--- src/rtl/uart_cmd_master.sv ---
// uart_cmd_master
//   Host-side initiator for the 8-bit UART command protocol. Accepts one
//   command at a time (START, PM write, DM write, DM read) on a valid/ready
//   port, serializes its frame to a UART transmitter via tx_start/tx_done,
//   and for DM reads collects the two-byte reply from a UART receiver.
//
// Ports
//   clk        system clock, rising edge
//   reset      asynchronous, active-low reset
//   cmd_valid  command request          cmd_ready  high only in IDLE
//   cmd_op     0=START 1=PM 2=DM wr 3=DM rd
//   cmd_addr   target address           cmd_data   write data
//   tx_start   one-cycle load pulse     d_out      byte to transmit
//   tx_done    UART tx finished a byte
//   rx_done    received-byte strobe     d_in       received byte
//   busy       not in IDLE              done       one-cycle completion pulse
//   rsp_data   DM read result           rsp_err    read-response timeout flag
//
// Build option
//   RESP_TIMEOUT_EN  when defined, a read whose reply stalls for
//                    TIMEOUT_CYCLES clocks finishes with rsp_err=1.
//                    When undefined, the receive states wait forever and
//                    rsp_err is tied low.

module uart_cmd_master #(
   parameter int SIZE           = 8,
   parameter int DATA_LENGTH    = 16,
   parameter int ADDR_LENGTH    = 11,
   parameter int HOLDOFF_CYCLES = 300,
   parameter int TIMEOUT_CYCLES = 100000
) (
   input  logic                   clk,
   input  logic                   reset,
   input  logic                   cmd_valid,
   output logic                   cmd_ready,
   input  logic [1:0]             cmd_op,
   input  logic [ADDR_LENGTH-1:0] cmd_addr,
   input  logic [DATA_LENGTH-1:0] cmd_data,
   output logic                   tx_start,
   output logic [SIZE-1:0]        d_out,
   input  logic                   tx_done,
   input  logic                   rx_done,
   input  logic [SIZE-1:0]        d_in,
   output logic                   busy,
   output logic                   done,
   output logic [DATA_LENGTH-1:0] rsp_data,
   output logic                   rsp_err
);

   typedef enum logic [2:0] {
      IDLE, LOAD, WAIT_TX, HOLDOFF, RX_LSB, RX_MSB, FINISH
   } state_t;

   typedef enum logic [1:0] {
      OP_START = 2'd0, OP_PM = 2'd1, OP_DM_WR = 2'd2, OP_DM_RD = 2'd3
   } op_t;

   // One counter serves both the post-START holdoff and the reply timeout.
   localparam int CNT_MAX = (HOLDOFF_CYCLES > TIMEOUT_CYCLES) ? HOLDOFF_CYCLES : TIMEOUT_CYCLES;
   localparam int CNT_W   = $clog2(CNT_MAX + 1);
   localparam logic [CNT_W-1:0] HOLD_LAST = CNT_W'(HOLDOFF_CYCLES - 1);

   state_t                 state, state_nxt;
   op_t                    op_q;
   logic [ADDR_LENGTH-1:0] addr_q;
   logic [DATA_LENGTH-1:0] data_q;
   logic [2:0]             idx, last_idx;
   logic [CNT_W-1:0]       cnt;
   logic                   lsb_got;
   logic                   accept, advance, cap_lsb, cap_msb, cnt_run;

`ifdef RESP_TIMEOUT_EN
   localparam logic [CNT_W-1:0] TO_LAST = CNT_W'(TIMEOUT_CYCLES - 1);
   logic timeout;
`endif

   // Frame byte i of a command; address upper byte is zero-padded.
   function automatic logic [7:0] frame_byte(input op_t                    op,
                                             input logic [ADDR_LENGTH-1:0] addr,
                                             input logic [DATA_LENGTH-1:0] data,
                                             input logic [2:0]             i);
      logic [15:0] a16, d16;
      a16 = 16'(addr);
      d16 = 16'(data);
      case (i)
         3'd0:    frame_byte = 8'(op) + 8'h01;
         3'd1:    frame_byte = a16[7:0];
         3'd2:    frame_byte = a16[15:8];
         3'd3:    frame_byte = d16[7:0];
         default: frame_byte = d16[15:8];
      endcase
   endfunction

   always_comb begin
      case (op_q)
         OP_START: last_idx = 3'd0;
         OP_DM_RD: last_idx = 3'd2;
         default:  last_idx = 3'd4;
      endcase
   end

   // NOTE: every output of this block gets a default before the case so no
   // path leaves one unassigned, which would infer a latch.
   always_comb begin
      state_nxt = state;
      accept    = 1'b0;
      advance   = 1'b0;
      cap_lsb   = 1'b0;
      cap_msb   = 1'b0;
      cnt_run   = 1'b0;
`ifdef RESP_TIMEOUT_EN
      timeout   = 1'b0;
`endif
      case (state)
         IDLE: begin
            if (cmd_valid) begin
               accept    = 1'b1;
               state_nxt = LOAD;
            end
         end
         LOAD: state_nxt = WAIT_TX;
         WAIT_TX: begin
            // A reply may overtake the final tx_done of a read frame.
            if (op_q == OP_DM_RD && idx == last_idx && rx_done && !lsb_got)
               cap_lsb = 1'b1;
            if (tx_done) begin
               if (idx != last_idx) begin
                  advance   = 1'b1;
                  state_nxt = LOAD;
               end else begin
                  case (op_q)
                     OP_START: state_nxt = HOLDOFF;
                     OP_DM_RD: state_nxt = (lsb_got || cap_lsb) ? RX_MSB : RX_LSB;
                     default:  state_nxt = FINISH;
                  endcase
               end
            end
         end
         HOLDOFF: begin
            cnt_run = 1'b1;
            if (cnt == HOLD_LAST) state_nxt = FINISH;
         end
         RX_LSB: begin
            if (rx_done) begin
               cap_lsb   = 1'b1;
               state_nxt = RX_MSB;
            end
`ifdef RESP_TIMEOUT_EN
            else if (cnt == TO_LAST) begin
               timeout   = 1'b1;
               state_nxt = FINISH;
            end else begin
               cnt_run = 1'b1;
            end
`endif
         end
         RX_MSB: begin
            if (rx_done) begin
               cap_msb   = 1'b1;
               state_nxt = FINISH;
            end
`ifdef RESP_TIMEOUT_EN
            else if (cnt == TO_LAST) begin
               timeout   = 1'b1;
               state_nxt = FINISH;
            end else begin
               cnt_run = 1'b1;
            end
`endif
         end
         FINISH:  state_nxt = IDLE;
         default: state_nxt = IDLE;
      endcase
   end

   // NOTE: sequential state uses non-blocking assignments so every register
   // samples pre-edge values regardless of statement order.
   always_ff @(posedge clk or negedge reset) begin
      if (!reset) begin
         state    <= IDLE;
         op_q     <= OP_START;
         addr_q   <= '0;
         data_q   <= '0;
         idx      <= '0;
         cnt      <= '0;
         lsb_got  <= 1'b0;
         d_out    <= '0;
         rsp_data <= '0;
      end else begin
         state <= state_nxt;
         // Counter restarts on every state change (entry, and rx_done in RX).
         if (state_nxt != state) cnt <= '0;
         else if (cnt_run)       cnt <= cnt + CNT_W'(1);
         if (accept) begin
            op_q    <= op_t'(cmd_op);
            addr_q  <= cmd_addr;
            data_q  <= cmd_data;
            idx     <= 3'd0;
            lsb_got <= 1'b0;
            d_out   <= SIZE'(frame_byte(op_t'(cmd_op), cmd_addr, cmd_data, 3'd0));
         end
         if (advance) begin
            idx   <= idx + 3'd1;
            d_out <= SIZE'(frame_byte(op_q, addr_q, data_q, idx + 3'd1));
         end
         if (cap_lsb) begin
            rsp_data[7:0] <= d_in[7:0];
            lsb_got       <= 1'b1;
         end
         if (cap_msb) rsp_data[15:8] <= d_in[7:0];
      end
   end

`ifdef RESP_TIMEOUT_EN
   always_ff @(posedge clk or negedge reset) begin
      if (!reset)       rsp_err <= 1'b0;
      else if (accept)  rsp_err <= 1'b0;
      else if (timeout) rsp_err <= 1'b1;
   end
`else
   assign rsp_err = 1'b0;
`endif

   assign tx_start  = (state == LOAD);
   assign done      = (state == FINISH);
   assign busy      = (state != IDLE);
   assign cmd_ready = (state == IDLE);

endmodule

--- config.mk ---
export PLATFORM = sky130hd
export DESIGN_NAME = uart_cmd_master
export DESIGN_NICKNAME = d
export VERILOG_FILES = /design/src/rtl/uart_cmd_master.sv
export SDC_FILE = /design/constraint.sdc
export NUM_CORES = 1
export LEC_CHECK = 0
export CAP_MARGIN = 40
export CORE_MARGIN = 1.5
export CORE_UTILIZATION = 40
export DETAILED_ROUTE_END_ITERATION = 10
export PLACE_DENSITY = 0.61
export RECOVER_POWER = 100
export SKIP_CTS_REPAIR_TIMING = 1
export SYNTH_ARGS = -nofsm -noshare
export SYNTH_HDL_FRONTEND = slang
export SYNTH_SLANG_ARGS = --single-unit
--- constraint.sdc ---
create_clock -name clk -period 2.6 [get_ports clk]
set_input_delay 0.52 -clock clk [delete_from_list [all_inputs] [get_ports clk]]
set_output_delay 0.52 -clock clk [all_outputs]
set_load 0.01 [all_outputs]
=== Word level (Yosys, flattened, before mapping) ===
Cells that the tools add are included.

* Register bits after elaboration: 77
* Latch bits: 0
* Logic and storage cells: 70
* Input port bits: 42
* Bits in read-only memories: 0
* Memories kept: 0
* Output and inout bits: 29
* RAM bits: 0

* Equal/unequal tests: 14
* Mux-type cells: 30
* Multipliers: 0
* Divide/modulo/power cells: 0
* Reduce and logical (&&, ||, !) cells: 12
* Bitwise gates (word level): 0
* Magnitude comparators: 0
* Shift operators: 0
* $add $sub $neg: 4

{| class="wikitable"
|+ Operators by type and width
! kind !! count
|-
| $mux W17 || 2
|-
| $pmux W8 S4 || 1
|-
| $mux W3 || 8
|-
| $pmux W3 S6 || 1
|-
| $add A17 B1 Y17 const B || 1
|-
| $eq A17 B9 Y1 const B || 1
|-
| $mux W8 || 2
|-
| $mux W1 || 13
|-
| $eq A3 B2 Y1 const B || 4
|-
| $pmux W3 S2 || 2
|-
| $eq A3 B3 Y1 const B || 3
|-
| $add A2 B1 Y3 const B || 2
|-
| $eq A3 B1 Y1 const B || 2
|-
| $logic_not A3 Y1 || 2
|-
| $ne A3 B3 Y1 || 2
|-
| $reduce_bool A2 Y1 || 3
|-
| $add A3 B1 Y3 const B || 1
|-
| $eq A3 B3 Y1 || 1
|-
| $logic_and A1 B1 Y1 || 3
|-
| $reduce_bool A3 Y1 || 1
|-
| $eq A2 B2 Y1 const B || 1
|-
| $logic_not A2 Y1 || 1
|-
| $pmux W1 S2 || 1
|-
| $logic_not A1 Y1 || 1
|-
| $logic_or A1 B1 Y1 || 1
|}

=== Logic depth before layout (Yosys ltp) ===
Gate-level depths: netlist of the first run.

* Depth in word-level cells: 16
* Depth in mapped cells: 8
* Mapped depth without buffers: 7

=== Worst setup path before layout of the first run ===
No wires, ideal clock.

* Kind: reg-to-reg
* Start: reg op_q[0]
* End: reg rsp_data[0]
* Slack: 0.477 ns
* Required time: 2.475 ns
* Setup time: 0.125 ns
* Period minus slack after synthesis: 2.123 ns
* Arrival time: 1.998 ns
* Buffers on the path: 0
* Stages on the path, launching flop included: 8
* Path through: dfrtp_1 inv_1 ha_1 xor2_1 or3_1 o21ai_1 nand3b_1 mux2_2

* Longest elaborated chain between the ends: 9
* Elaborated cells on any way between the ends: 10
* Those cells by class: 2 x eq/ne; 4 x mux; 4 x reduce/logical

{| class="wikitable"
|+ Ends and longest elaborated chain
! item !! line !! text
|-
| start, declared || 64 || <nowiki>op_t op_q;</nowiki>
|-
| start signal, assigned || 195 || <nowiki>op_q <= op_t'(cmd_op);</nowiki>
|-
| $eq A2 B2 Y1 or $logic_not A2 Y1 (tied branches) || 95, 124 ||
|-
| $pmux W3 S2 || 95 || <nowiki>case (op_q)</nowiki>
|-
| $eq A3 B3 Y1 || 124 || <nowiki>if (op_q == OP_DM_RD && idx == last_idx && rx_done && !lsb_got)</nowiki>
|-
| $logic_and A1 B1 Y1 (*) (3 in series) || 124 ||
|-
| $mux W1 (*) || 124 ||
|-
| $mux W1 (*) || 114 || <nowiki>case (state)</nowiki>
|-
| $pmux W1 S2 (*) || 114 ||
|-
| end signal, assigned || 207 || <nowiki>rsp_data[7:0] <= d_in[7:0];</nowiki>
|-
| end, declared || 46 || <nowiki>output logic [DATA_LENGTH-1:0] rsp_data,</nowiki>
|}

Mark *: on every way between the ends. The rest lies on a longest branch, timed or not. The select of a mux whose other input is x is not followed.
A chain may end at the register's enable or synchronous reset.

=== Worst setup path in the final report of the first run ===
* Start: reg state[0]
* End: out busy

* Longest elaborated chain between the ends: 1

{| class="wikitable"
|+ Ends and longest elaborated chain
! item !! line !! text
|-
| start, declared || 63 || <nowiki>state_t state, state_nxt;</nowiki>
|-
| start signal, assigned || 190 || <nowiki>state <= state_nxt;</nowiki>
|-
| $reduce_bool A3 Y1 || 226 || <nowiki>assign busy = (state != IDLE);</nowiki>
|-
| end, declared || 44 || <nowiki>output logic busy,</nowiki>
|}

Every way passes these cells.

==> reports/qor.yml, run 1 <==
status:
  run_status: "completed"
die:
  die_w_um: 99.2
  die-area_sq_um: 9840
  io_pins: 71
  die_h_um: 99.2
  start_util_pct: 41.8
  rows: 34
  core_sq_um: 8850
place:
  place.port_buffers: 69
  dp_hpwl_mm: 5.99
  dpl-instance-area_sq_um: 4540
  gp_congestion: 0.794
  dp_cells: 546
setup_path:
  critical_path.max_stage_delay_ns: 0.62
  worstRegToRegCells: 8
  cp-end-kind: "output port"
  reg2reg_to: "cnt[12]"
  cp-endpoint: "busy"
  critPathLaunchType: "flip-flop"
  worst-r2r-setup-slack_ns: 0.23
  cp_cell_sequence: "or3_1, dlygate4sd3_1"
  crit-reg2reg-launch: "op_q[0]"
  cpMaxStageDelayCell: "dlygate4sd3_1"
  critical_path_peak_fanout: 17
  critPathArrivalTime_ns: 1.89
  required_ns: 2.08
  path_class: "reg -> out"
  cp-startpoint: "state[0]"
sta:
  finalSetupViolations: 0
  tightest_slew_ns: 1.29
  slew_headroom_pct: 13.8
  max_freq_ghz: 0.414
  final.setup.tns_ns: 0
  hold_violations: 0
  min_period_ns: 2.41
  hold_slack_ns: 0.448
  grt_setup_unrepaired: "no"
  fin_crit_sh_pct: 92.9
  skew_ns: 0.00877
  slew_viol_final: 0
layout:
  regArea_sq_um: 1930
  final_common_cell: "nand2_1"
  design_area_sq_um: 4710
  stdcell_count: 562
  fill_cells: 843
  syn2layout_area_growth_pct: 27.2
  final_cell_mix: "nand2_1 (103), dfrtp_1 (76), clkdlybuf4s50_1 (41)"
  drive_gt1_share_pct: 10.1
  num-nets-final: 502
  multi_input_area_sq_um: 1640
  num_antenna_cells: 0
global_route:
  grt_antenna_before_repair: 0
  grt_pass1_wl_mm: 14.0
  track_usage_pct: 18.0
  first_global_vias: 2976
  grt_overflow_total: 0
  grt_max_degree: 52
power_and_ir_drop:
  switching_share_pct: 37.5
  intPower_mw: 3.11
  p_leak_nw: 2.19
  comb_power_share_pct: 41.5
  p_seq_share_pct: 39.8
  pwr-share-clk_pct: 18.7
  p_sw_mw: 1.87
  power.density_nw_per_um2: 1060
  ir_drop_uv: 456
synth:
  syn_nets: 426
  synth_warnings: 0
  synthArstFlopShare_pct: 100
  synth_area_leader_cell: "dfrtp_1"
  syn_area_sq_um: 3700
  netlist.area_leader.share_pct: 52.0
  synth_area_per_cell_sq_um: 9.93
  netlist-cell-type-count: 50
  synthFlopType: "dfrtp_1"
  yosys-top-cells-area: "dfrtp_1 (52%), nand2_1 (10%), mux2_2 (5.2%)"
  synth_cells: 373
  synth-edff-count: 0
  synth-seq-cells: 77
  ys_seq_area_share_pct: 52.0
detailed_routing:
  drt_iter0_drc: 145
  routed_via_density: 5.10
  first_pass_iters: 4
  drc: 0
  vias: 2864
  ant_nets: 0
  avgRoutedWirePerCell_um: 14.9
  wirelength_mm: 8.38
cts:
  cts.sinks: 77
  clk_latency_ns: 0.34
  cts_tree: "built"
  cts_buffers: 9
  clk_pin_slew_worst_paths_ns: 0.08
  root_buffer: "clkbuf_8"
  htreeDepth: 3
  clockBufferDepth: 2
min_path:
  min_path_type: "in -> async"
flow_run:
  maxCapViolCount: 0
## kinds of logic after synthesis
family,synth area share [%]
flops,52.0
mux,5.71
buf+inv,3.28
fa+ha+maj,3.72
xor+xnor,4.49
compound gates,9.50
simple gates,21.2
other cells,0.101
## area by class of cell
| cell class | count | share of cell area (%) |
|---|---|---|
| Timing Repair Buffer | 82 | 16.1 |
| Multi-Input combinational cell | 269 | 34.9 |
| Clock inverter | 6 | 1.49 |
| Clock buffer | 10 | 2.92 |
| Sequential cell | 77 | 40.9 |
| Inverter | 10 | 0.797 |
| Tap cell | 108 | 2.87 |
## metrics by stage
stage	power, mW	utilization (%)	worst slack, ns
4_1_cts	5.18	53.7	0.0848
3_5_place_dp	4.22	51.4	0.281
2_1_floorplan	3.27	-	0.477
6_report	4.97	53.2	0.185
5_1_grt	5.36	53.2	0.0938
3_3_place_gp	4.18	51.4	0.297
## worst max-delay path, delay by kind of cell, from the launching register on
kind	cells	cell delay [ns]
DFF	1	0.51
buffers and inverters	1	0.62
and+or+nand+nor	1	0.42
## registers in the layout (all words and copies together) (netlist names)
| register | cells |
|---|---|
| state | 3 |
| cnt | 17 |
| idx | 3 |
| op_q | 2 |
| data_q | 16 |
| d_out | 8 |
| addr_q | 11 |
| rsp_data | 16 |
| lsb_got | 1 |
## how the worst min path moves through the flow
stage / startpoint / end / depth (start not counted) / slack, ns
5_1_grt: data_q[13] / data_q[13] / 2 / 0.51
3_5_place_dp: addr_q[4] / addr_q[4] / 2 / 0.46
2_1_floorplan: reset / addr_q[0] / 0 / 0.22
6_report: reset / state[1] / 1 / 0.45
3_3_place_gp: data_q[13] / data_q[13] / 2 / 0.46
4_1_cts: reset / idx[2] / 1 / 0.21
## layer usage
layer	global-route usage (%)	wire, um	vias up
met3	3.65	214	8
met2	29.3	3910	53
met1	24.1	4160	1379
met5	0	0	-
met4	5.85	96	0
li1	-	-	1424
## power by group through the flow
stage               Sequential [mW]  Clock (mW)  Combinational, mW
floorplan                      1.99           0               1.28
global placement               2.01           0               2.17
detailed placement             2.02           0               2.20
CTS                            1.99       0.965               2.22
global route                   2.05        1.01               2.31
finish                         1.98       0.929               2.06
## synthesized netlist by cell type (all sizes together) (3+ instances only)
library cell  instances
a22o                  7
a22oi                 9
buf                   5
clkbuf               12
dfrtp                77
ha                   11
inv                  10
mux2                 17
nand2               103
nand2b                5
nand3                13
nand4                 3
nand4b                3
nor2                 23
o21ai                14
or3                   3
or4                   3
xnor2                 8
xor2                 11
(Power assumes the default switching activity.)
==> inputs of run 2 (changes only) <==
- CORE_MARGIN: 1.5 -> 3
- RECOVER_POWER: 100 -> not set
- SETUP_SLACK_MARGIN: not set -> 0.15
==> run 2 against run 1 <==
Worst setup slack better by 0.016 ns. Total power rose by 1.6%. Critical path depth is 1 higher. Critical endpoint is now cmd_ready. Final cell count is 0.36% higher. Die area grew 6.1%. Clock skew grew 0.0029 ns. Worst hold slack worse by 0.30 ns. Clock-buffer cell count stayed put. Register-to-register slack gained 0.06 ns. Via count grew 0.45%. Sequential power hardly changed. Global-route usage fell by 1.1 points.
==> reports/qor.yml, run 2 (synthesis gave the netlist of run 1 again) <==
global_route:
  grt_pass1_wl_mm: 13.7  # -2.7%
  grt_max_degree: 45  # -13%
  grt_overflow_total: 0  # unchanged
  track_usage_pct: 16.8  # -1.1 points
  grt_antenna_before_repair: 0  # unchanged
  first_global_vias: 2781  # -6.6%
min_path:
  min_path_type: "in -> async"
die:
  io_pins: 71  # unchanged
  die_h_um: 102  # +3.0%
  die-area_sq_um: 10400  # +6.1%
  start_util_pct: 41.8  # unchanged
  die_w_um: 102  # +3.0%
  core_sq_um: 8850  # unchanged
  rows: 34  # unchanged
setup_path:
  cp_cell_sequence: "or3_1, inv_1, clkdlybuf4s50_1"
  required_ns: 2.08  # about the same
  cpMaxStageDelayCell: "dfrtp_1"
  crit_family: "buffers and inverters"
  cp-end-kind: "output port"
  path_class: "reg -> out"
  critical_path_peak_fanout: 14  # -3
  critPathArrivalTime_ns: 1.88  # about the same
  critical_path.max_stage_delay_ns: 0.54  # -0.08 ns
  critPathLaunchType: "flip-flop"
  crit_buf_inv: 2  # +1
layout:
  num_antenna_cells: 0  # unchanged
  top_register: "cnt"
  drive_gt1_share_pct: 12.3  # +2.1 points
  largest_reg_flops: 17  # unchanged
  syn2layout_area_growth_pct: 28.5
  design_area_sq_um: 4760  # +1.0%
  final_common_cell: "nand2_1"
  final_cell_mix: "nand2_1 (103), dfrtp_1 (75), clkdlybuf4s50_1 (68)"
  finish.utilization_pct: 53.8  # +0.54 points
  num-nets-final: 504  # +0.40%
  reg.largest.list: "cnt: 17 flops, data_q: 16 flops, rsp_data: 16 flops"
  stdcell_count: 564  # +0.36%
sta:
  min_period_ns: 2.40  # -0.0163 ns
  setup_slack_ns: 0.202  # +0.0163 ns
  tightest_slew_ns: 0.623  # -0.670 ns
  hold_slack_ns: 0.144  # -0.304 ns
  finalSetupViolations: 0  # unchanged
  grt_setup_unrepaired: "yes"
  slew_headroom_pct: 58.1  # +44 points
  max_freq_ghz: 0.417  # +0.68%
  slew_viol_final: 0  # unchanged
  skew_ns: 0.0116  # +0.00286 ns
  fin_crit_sh_pct: 92.2  # -0.63 points
  hold_violations: 0  # unchanged
cts:
  cts_buffers: 9  # unchanged
  clk_pin_slew_worst_paths_ns: 0.08  # about the same
  clockBufferDepth: 2  # unchanged
  cts.sinks: 77  # unchanged
  root_buffer: "clkbuf_8"
  cts_tree: "built"
  htreeDepth: 3  # unchanged
  clk_latency_ns: 0.35  # about the same
power_and_ir_drop:
  p_sw_mw: 1.90  # +1.8%
  pwr-share-clk_pct: 16.5  # -2.2 points
  ir_drop_uv: 523  # +15%
  power.density_nw_per_um2: 1060  # +0.56%
  switching_share_pct: 37.6  # +0.090 points
  p_seq_share_pct: 39.7  # about the same
  p_leak_nw: 2.18  # -0.69%
  intPower_mw: 3.15  # +1.4%
  comb_power_share_pct: 43.7  # +2.2 points
detailed_routing:
  avgRoutedWirePerCell_um: 14.7  # -1.4%
  vias: 2877  # +0.45%
  ant_nets: 0  # unchanged
  drc: 0  # unchanged
  drt_iter0_drc: 131  # -9.7%
  routed_via_density: 5.10  # about the same
  first_pass_iters: 4  # unchanged
  wirelength_mm: 8.29  # -1.0%
place:
  dpl-instance-area_sq_um: 4530  # -0.33%
  gp_congestion: 0.797  # +0.42%
  place_ws_ns: -0.00562  # -0.287 ns
  dp_hpwl_mm: 6.02  # +0.43%
  place.port_buffers: 69  # unchanged
  dp_cells: 544  # -0.37%
flow_run:
  maxCapViolCount: 0  # unchanged
status:
  run_status: "completed"
run 2: cell types whose count changed in the layout (fill, tap and decap cells not counted), sizes merged:
cell           change
buf               +11
bufinv             -1
clkbuf             -9
clkdlybuf4s50     +27
clkinv             +1
clkinvlp           -1
dlygate4sd3       -27
inv                +1
run 2: worst reg2reg max path, stage by stage, from the launching register on:
cell      delay [ns]
dfrtp_1         0.38
inv_1           0.09
ha_1            0.36
xor2_1          0.22
or3_1           0.37
o21ai_1         0.16
nand3b_1        0.14
buf_4           0.21
mux2_2          0.28
run 2: stage by stage:
step                setup TNS, ns  total power [mW]
finish                          0              5.05
global route                    0              5.44
CTS                             0              5.03
detailed placement        -0.0140              4.18
global placement                0              4.14
floorplan                       0              3.27
run 2: layout make-up:
cell class	instances	area (sq um)
fill	834	4090
sequential	77	1930
multi-input combinational	269	1670
timing repair buffer	84	801
clock buffer	10	138
tap	108	135
clock inverter	6	46.3
inverter	10	37.5
run 2: path summary, 6_finish.rpt:
path / start / slack, ns / endpoint / cells past startpoint
max in group asynchronous: reset / 1.80 / data_q[8] / 2
hold reg to reg: addr_q[4] / 0.48 / addr_q[4] / 2
setup / recovery: state[2] / 0.20 / cmd_ready / 3
hold / removal: reset / 0.14 / state[1] / 1
setup reg to reg: op_q[0] / 0.29 / rsp_data[0] / 8
min in group clk: addr_q[4] / 0.48 / addr_q[4] / 2
run 2: power by group through the flow:
stage	registers, mW	clock network, mW	logic, mW
floorplan	1.99	0	1.28
global placement	2.03	0	2.11
detailed placement	2.03	0	2.15
CTS	2.02	0.865	2.15
global route	2.07	0.923	2.44
finish	2.01	0.836	2.21
run 2: layer usage:
metal,track usage [%],wire (um),up-vias,part of all wire [%]
met3,3.55,290,10,3.5
met4,5.65,100,0,1.2
li1,-,-,1429,-
met2,25.5,3910,65,47
met1,24.1,4000,1373,48
met5,0,0,-,0
==> inputs of run 3 (changes only) <==
- CTS_CLUSTER_SIZE: not set -> 12
==> results of run 3 <==
Same layout as run 2: the final DEF is identical, and so are final timing and power.
